$ cat src/rtl/rat_pkg.sv
// Purpose:      shared types and constants for the RAT MCU fetch path.
// Latency:      n/a (declarations only).
// Backpressure: n/a.
// Contents: fetch_state_t phase encoding, PC_MUX_SEL codes, default vectors.
package rat_pkg;

  localparam int              ADDR_W_DEF    = 10;
  localparam logic [9:0]      RESET_VEC_DEF = 10'h000;
  localparam logic [9:0]      INTR_VEC_DEF  = 10'h3FF;

  typedef enum logic [1:0] {
    ST_INIT  = 2'd0,
    ST_FETCH = 2'd1,
    ST_EXEC  = 2'd2,
    ST_INTR  = 2'd3
  } fetch_state_t;

  localparam logic [1:0] PCSEL_IMMED = 2'd0;
  localparam logic [1:0] PCSEL_STACK = 2'd1;
  localparam logic [1:0] PCSEL_VEC   = 2'd2;
  localparam logic [1:0] PCSEL_HOLD  = 2'd3;

endpackage

$ cat src/rtl/program_counter.sv
// Purpose:      program counter register with increment and 4:1 load-source mux.
// Latency:      1 cycle from clr/ld/inc to pc_count.
// Backpressure: none; the PC holds whenever no enable is active.
// Ports: CLK/RESET (sync, active-high); pc_clr forces RESET_VEC; pc_ld loads
//        the source chosen by pc_sel (PCSEL_HOLD suppresses the load); pc_inc
//        adds one; from_immed/from_stack are load sources; pc_count is the PC.
module program_counter
  import rat_pkg::*;
#(
  parameter int                ADDR_W    = ADDR_W_DEF,
  parameter logic [ADDR_W-1:0] RESET_VEC = RESET_VEC_DEF,
  parameter logic [ADDR_W-1:0] INTR_VEC  = INTR_VEC_DEF
) (
  input  logic              CLK,
  input  logic              RESET,
  input  logic              pc_clr,
  input  logic              pc_ld,
  input  logic              pc_inc,
  input  logic [1:0]        pc_sel,
  input  logic [ADDR_W-1:0] from_immed,
  input  logic [ADDR_W-1:0] from_stack,
  output logic [ADDR_W-1:0] pc_count
);

  logic [ADDR_W-1:0] pc_src;
  logic              ld_en;

  always_comb begin
    pc_src = pc_count;
    case (pc_sel)
      PCSEL_IMMED: pc_src = from_immed;
      PCSEL_STACK: pc_src = from_stack;
      PCSEL_VEC:   pc_src = INTR_VEC;
      default:     pc_src = pc_count;
    endcase
  end

  // The hold code turns a load request into a no-op rather than a self-load,
  // so it also blocks an increment issued in the same cycle from being masked.
  assign ld_en = pc_ld && (pc_sel != PCSEL_HOLD);

  always_ff @(posedge CLK) begin
    if (RESET || pc_clr) begin
      pc_count <= RESET_VEC;
    end else if (ld_en) begin
      pc_count <= pc_src;
    end else if (pc_inc) begin
      // Natural wrap at 2^ADDR_W.
      pc_count <= pc_count + ADDR_W'(1);
    end
  end

endmodule

$ cat src/rtl/fetch_unit.sv
// Purpose:      RAT MCU fetch sequencer: INIT/FETCH/EXEC/INTR phase FSM, PC, interrupt latch.
// Latency:      2 cycles per instruction (FETCH, EXEC), +1 cycle for interrupt entry.
// Backpressure: none; the machine free-runs, loads are honoured only in EXEC.
// Ports: CLK/RESET (sync, active-high); PC_LD, PC_MUX_SEL, FROM_IMMED,
//        FROM_STACK from the control unit; INTR, IE interrupt request/enable;
//        PC_COUNT drives the ROM address; STATE_FETCH, STATE_EXEC, INTR_ACK
//        decode the phase register; INTR_PEND is the latched request.
module fetch_unit
  import rat_pkg::*;
#(
  parameter int                ADDR_W    = ADDR_W_DEF,
  parameter logic [ADDR_W-1:0] RESET_VEC = RESET_VEC_DEF,
  parameter logic [ADDR_W-1:0] INTR_VEC  = INTR_VEC_DEF
) (
  input  logic              CLK,
  input  logic              RESET,
  input  logic              PC_LD,
  input  logic [1:0]        PC_MUX_SEL,
  input  logic [ADDR_W-1:0] FROM_IMMED,
  input  logic [ADDR_W-1:0] FROM_STACK,
  input  logic              INTR,
  input  logic              IE,
  output logic [ADDR_W-1:0] PC_COUNT,
  output logic              STATE_FETCH,
  output logic              STATE_EXEC,
  output logic              INTR_ACK,
  output logic              INTR_PEND
);

  fetch_state_t state;
  fetch_state_t state_nxt;

  logic       pend;
  logic       pc_clr;
  logic       pc_ld;
  logic       pc_inc;
  logic [1:0] pc_sel;

  always_ff @(posedge CLK) begin
    if (RESET) begin
      state <= ST_INIT;
    end else begin
      state <= state_nxt;
    end
  end

  always_comb begin
    state_nxt = state;
    pc_clr    = 1'b0;
    pc_ld     = 1'b0;
    pc_inc    = 1'b0;
    pc_sel    = PC_MUX_SEL;
    case (state)
      ST_INIT: begin
        pc_clr    = 1'b1;
        state_nxt = ST_FETCH;
      end
      ST_FETCH: begin
        pc_inc    = 1'b1;
        state_nxt = ST_EXEC;
      end
      ST_EXEC: begin
        pc_ld = PC_LD;
        // INTR is looked at directly as well as through the latch so a
        // request arriving in the EXEC cycle itself is not delayed a whole
        // instruction.
        if ((pend || INTR) && IE) begin
          state_nxt = ST_INTR;
        end else begin
          state_nxt = ST_FETCH;
        end
      end
      ST_INTR: begin
        pc_ld     = 1'b1;
        pc_sel    = PCSEL_VEC;
        state_nxt = ST_FETCH;
      end
      default: begin
        state_nxt = ST_INIT;
      end
    endcase
  end

  // Pending latch is independent of IE so a masked request waits for IE.
  // The INTR cycle acknowledges it, so clearing wins over a same-cycle set.
  always_ff @(posedge CLK) begin
    if (RESET) begin
      pend <= 1'b0;
    end else if (state == ST_INIT || state == ST_INTR) begin
      pend <= 1'b0;
    end else if (INTR) begin
      pend <= 1'b1;
    end
  end

  program_counter #(
    .ADDR_W    (ADDR_W),
    .RESET_VEC (RESET_VEC),
    .INTR_VEC  (INTR_VEC)
  ) u_pc (
    .CLK        (CLK),
    .RESET      (RESET),
    .pc_clr     (pc_clr),
    .pc_ld      (pc_ld),
    .pc_inc     (pc_inc),
    .pc_sel     (pc_sel),
    .from_immed (FROM_IMMED),
    .from_stack (FROM_STACK),
    .pc_count   (PC_COUNT)
  );

  assign STATE_FETCH = (state == ST_FETCH);
  assign STATE_EXEC  = (state == ST_EXEC);
  assign INTR_ACK    = (state == ST_INTR);
  assign INTR_PEND   = pend;

endmodule

$ cat config.mk
export PLATFORM = sky130hd
export DESIGN_NAME = fetch_unit
export DESIGN_NICKNAME = d
export VERILOG_FILES = /design/src/rtl/rat_pkg.sv /design/src/rtl/program_counter.sv /design/src/rtl/fetch_unit.sv
export SDC_FILE = /design/constraint.sdc
export NUM_CORES = 1
export LEC_CHECK = 0
export CORE_MARGIN = 2
export CORE_UTILIZATION = 47
export CTS_BUF_LIST = sky130_fd_sc_hd__clkbuf_16
export DETAILED_ROUTE_END_ITERATION = 10
export PLACE_DENSITY = 0.82
export SLEW_MARGIN = 20
export SYNTH_ARGS = -nofsm -noshare
export SYNTH_HDL_FRONTEND = slang
export SYNTH_SLANG_ARGS = --single-unit
$ cat constraint.sdc
create_clock -name CLK -period 5.55 [get_ports CLK]
set_input_delay 1.665 -clock CLK [delete_from_list [all_inputs] [get_ports CLK]]
set_output_delay 1.665 -clock CLK [all_outputs]
set_load 0.005 [all_outputs]
==> impl_metrics.csv <==
group,metric,value,unit
outcome,status,"complete, no violations",
routing,totalWireLength,2930,um
yosys,synth_warnings,0,
routing,ant_nets,0,
global_routing,use_met2,44.9,%
routing,avgRoutedWirePerCell,14.8,um
run,cap_violations,0,
cells_and_area,n_antenna_cell,0,
yosys,ys_types,40,
sta,period_share,68.8,%
sta,rsz0062_at_grt,"false",
placement,globalplace.congestion,0.789,
cells_and_area,area_growth,42.8,%
die,rows,17,
routing,post-route-drc-count,0,
yosys,postSynth.asyncResetShare,0,%
worst_setup_path,critPathLaunch,"PC_MUX_SEL[0]",
yosys,yosysTopAreaCell,"dfxtp_1",
hold_path,hp-class,"reg2reg",
worst_setup_path,cp.required,5.68,ns
yosys,avgSynthCellArea,8.01,sq um
die,ios,41,
power_and_ir_drop,p_per_area,238,nW/um^2
sta,hold_slack,0.509,ns
sta,finalSetupViolations,0,
worst_setup_path,worstPathCellList,"clkdlybuf4s50_1, nor2b_1, ha_1, nor2b_1, nor3b_2, nor2_1, o221a_1",
cells_and_area,nets,209,
routing,initialDrtViolationCount,29,
clocking,cts_buffer_depth,2,
yosys,synthCells,135,
hold_path,hold_start,"u_pc.pc_count[8]$_SDFFE_PP0P_",
routing,via_per_inst,5.75,
worst_setup_path,timing.rr.start,"state[0]$_SDFF_PP0_",
power_and_ir_drop,p_leak,0.585,nW
worst_setup_path,cp_max_fo,21,
cells_and_area,final_cell_mix,"40 x clkdlybuf4s50_1, 13 x dfxtp_1, 13 x inv_1, 11 x ha_1, 10 x a21oi_1",
yosys,ys_seq_area_share,24.1,%
global_routing,grt_first_pass_wirelength,4800,um
clocking,htree_levels,1,
yosys,ys_top_cells_by_area,"dfxtp_1 24%, ha_1 13%, a211oi_1 6.3%",
global_routing,grt_use_total,24.2,%
yosys,synth_area,1080,sq um
global_routing,antenna_found_initial,0,
die,die_h,52.0,um
sta,fmax,0.262,GHz
global_routing,busiest_layer,"met2",
worst_setup_path,worstSetupPathType,"in2reg",
die,start_util,49.3,%
clocking,cts_resized,0,
clocking,clock-sinks,13,
yosys,synth_edf_count,0,
power_and_ir_drop,total_power,0.367,mW
sta,period_needed,3.82,ns
worst_setup_path,critPathMostFrequentCell,"nor2b_1",
die,core-area,2190,sq um
clocking,cts_tree,"yes",
placement,portBuffers,40,
global_routing,grt_pass1_vias,1067,
clocking,cts_setup_buffers,0,
cells_and_area,fillers,179,
cells_and_area,drive_gt1_share,3.53,%
worst_setup_path,cp-end-kind,"flop",
global_routing,grt.overflow.total,0,
sta,slew_viol_final,0,
yosys,synth-main-ff-cell,"dfxtp_1",
clocking,root_buffer,"clkbuf_16",
clocking,numCtsBuffers,3,
global_routing,global_route.usage.met1,26.2,%
cells_and_area,final_common_cell,"clkdlybuf4s50_1",
clocking,clk_pin_slew,0.04,ns
sta,finalHoldViolCount,0,
worst_setup_path,rrSetupSlack,2.91,ns
worst_setup_path,startpoint_type,"primary input",
sta,slew_headroom,63.2,%
placement,dp_hpwl,2270,um
global_routing,grtUsageMet3,6.03,%
worst_setup_path,arrival,3.95,ns
yosys,ys_ff_latch,13,
yosys,syn-num-nets,173,
sta,fin_skew,0.00101,ns
sta,worstMarginPinSlew,0.552,ns
die,die_area,2700,sq um
routing,route.vias.total,1138,
global_routing,grt_max_degree,22,
yosys,netlist.area_leader.share,24.1,%
sta,finalSetupTns,0,ns
die,dieWidth,52.0,um
worst_setup_path,cpPeakStageDelay,0.53,ns
clocking,clock_latency,0.24,ns
power_and_ir_drop,vdd_drop_max,0.262,mV
routing,first_pass_iters,4,
clocking,hold_buffers,0,
worst_setup_path,slowest_stage,"ha_1",
where the power goes:
group | switching, mW | internal, mW | leakage [nW]
Combinational | 0.0618 | 0.0620 | 0.437
Sequential | 0.00778 | 0.101 | 0.106
Clock | 0.0398 | 0.0950 | 0.0423
Total | 0.109 | 0.258 | 0.585
per-layer routing:
metal / part of all wire [%] / up-vias / routed length, um
met1: 41 / 526 / 1200
met4: 1.3 / 0 / 38
met5: 0 / - / 0
met2: 52 / 37 / 1530
li1: - / 571 / -
met3: 5.5 / 4 / 160
worst paths after layout:
| path | to | cells past startpoint |
|---|---|---|
| worst max register to register | u_pc.pc_count[1]$_SDFFE_PP0P_ | 7 |
| worst min register to register | u_pc.pc_count[8]$_SDFFE_PP0P_ | 2 |
| worst min-delay path | u_pc.pc_count[8]$_SDFFE_PP0P_ | 2 |
| worst max-delay path | u_pc.pc_count[1]$_SDFFE_PP0P_ | 7 |
cell families after synthesis:
logic type / share of synthesized area [%]
AND/OR/NAND/NOR: 17.4
AO/OA/AOI/OAI: 34.3
buffers and inverters: 8.91
XOR/XNOR: 0.810
multiplexers: 1.85
adder cells (fa/ha/maj): 12.7
flip-flops: 24.1
metrics by stage:
step                      instances  instance area [sq um]  setup slack [ns]  utilization [%]
after CTS                       198                   1540              1.74             70.5
final                           198                   1540              1.73             70.5
after detailed placement        194                   1470              1.49             66.9
after floorplan                 135                   1080              2.46                -
after global routing            198                   1540              1.51             70.5
after global placement          194                   1470              1.65             66.9
registers in the layout, indices dropped and copies added, names as in the netlist:
name and count:
INTR_PEND 1, u_pc.pc_count 10, state 2
synth_stat cells (3+ instances only):
master    number
dfxtp_1       13
inv_1         12
ha_1          11
a21oi_1       10
a211oi_1       9
a31oi_1        7
nor2_1         7
o21ai_0        7
nand2_1        5
clkbuf_1       4
nand3_1        4
o21ai_1        4
and3_1         3
nand4_1        3
final cells by class:
class	count	area, sq um	share of cell area (%)
clock inverters	1	3.75	0.243
multi-input cells	101	724	46.9
well taps	28	35.0	2.27
repair buffers	40	400	25.9
clock buffers	3	75.1	4.86
inverters	12	45.0	2.92
flip-flops and latches	13	260	16.9
worst max-delay path: cells and delay by family:
family | cells | cell delay (ns)
AND/OR/NAND/NOR | 4 | 1.06
adder cells (fa/ha/maj) | 1 | 0.53
AO/OA/AOI/OAI | 1 | 0.24
buffers and inverters | 1 | 0.44
(Power assumes the default switching activity.)
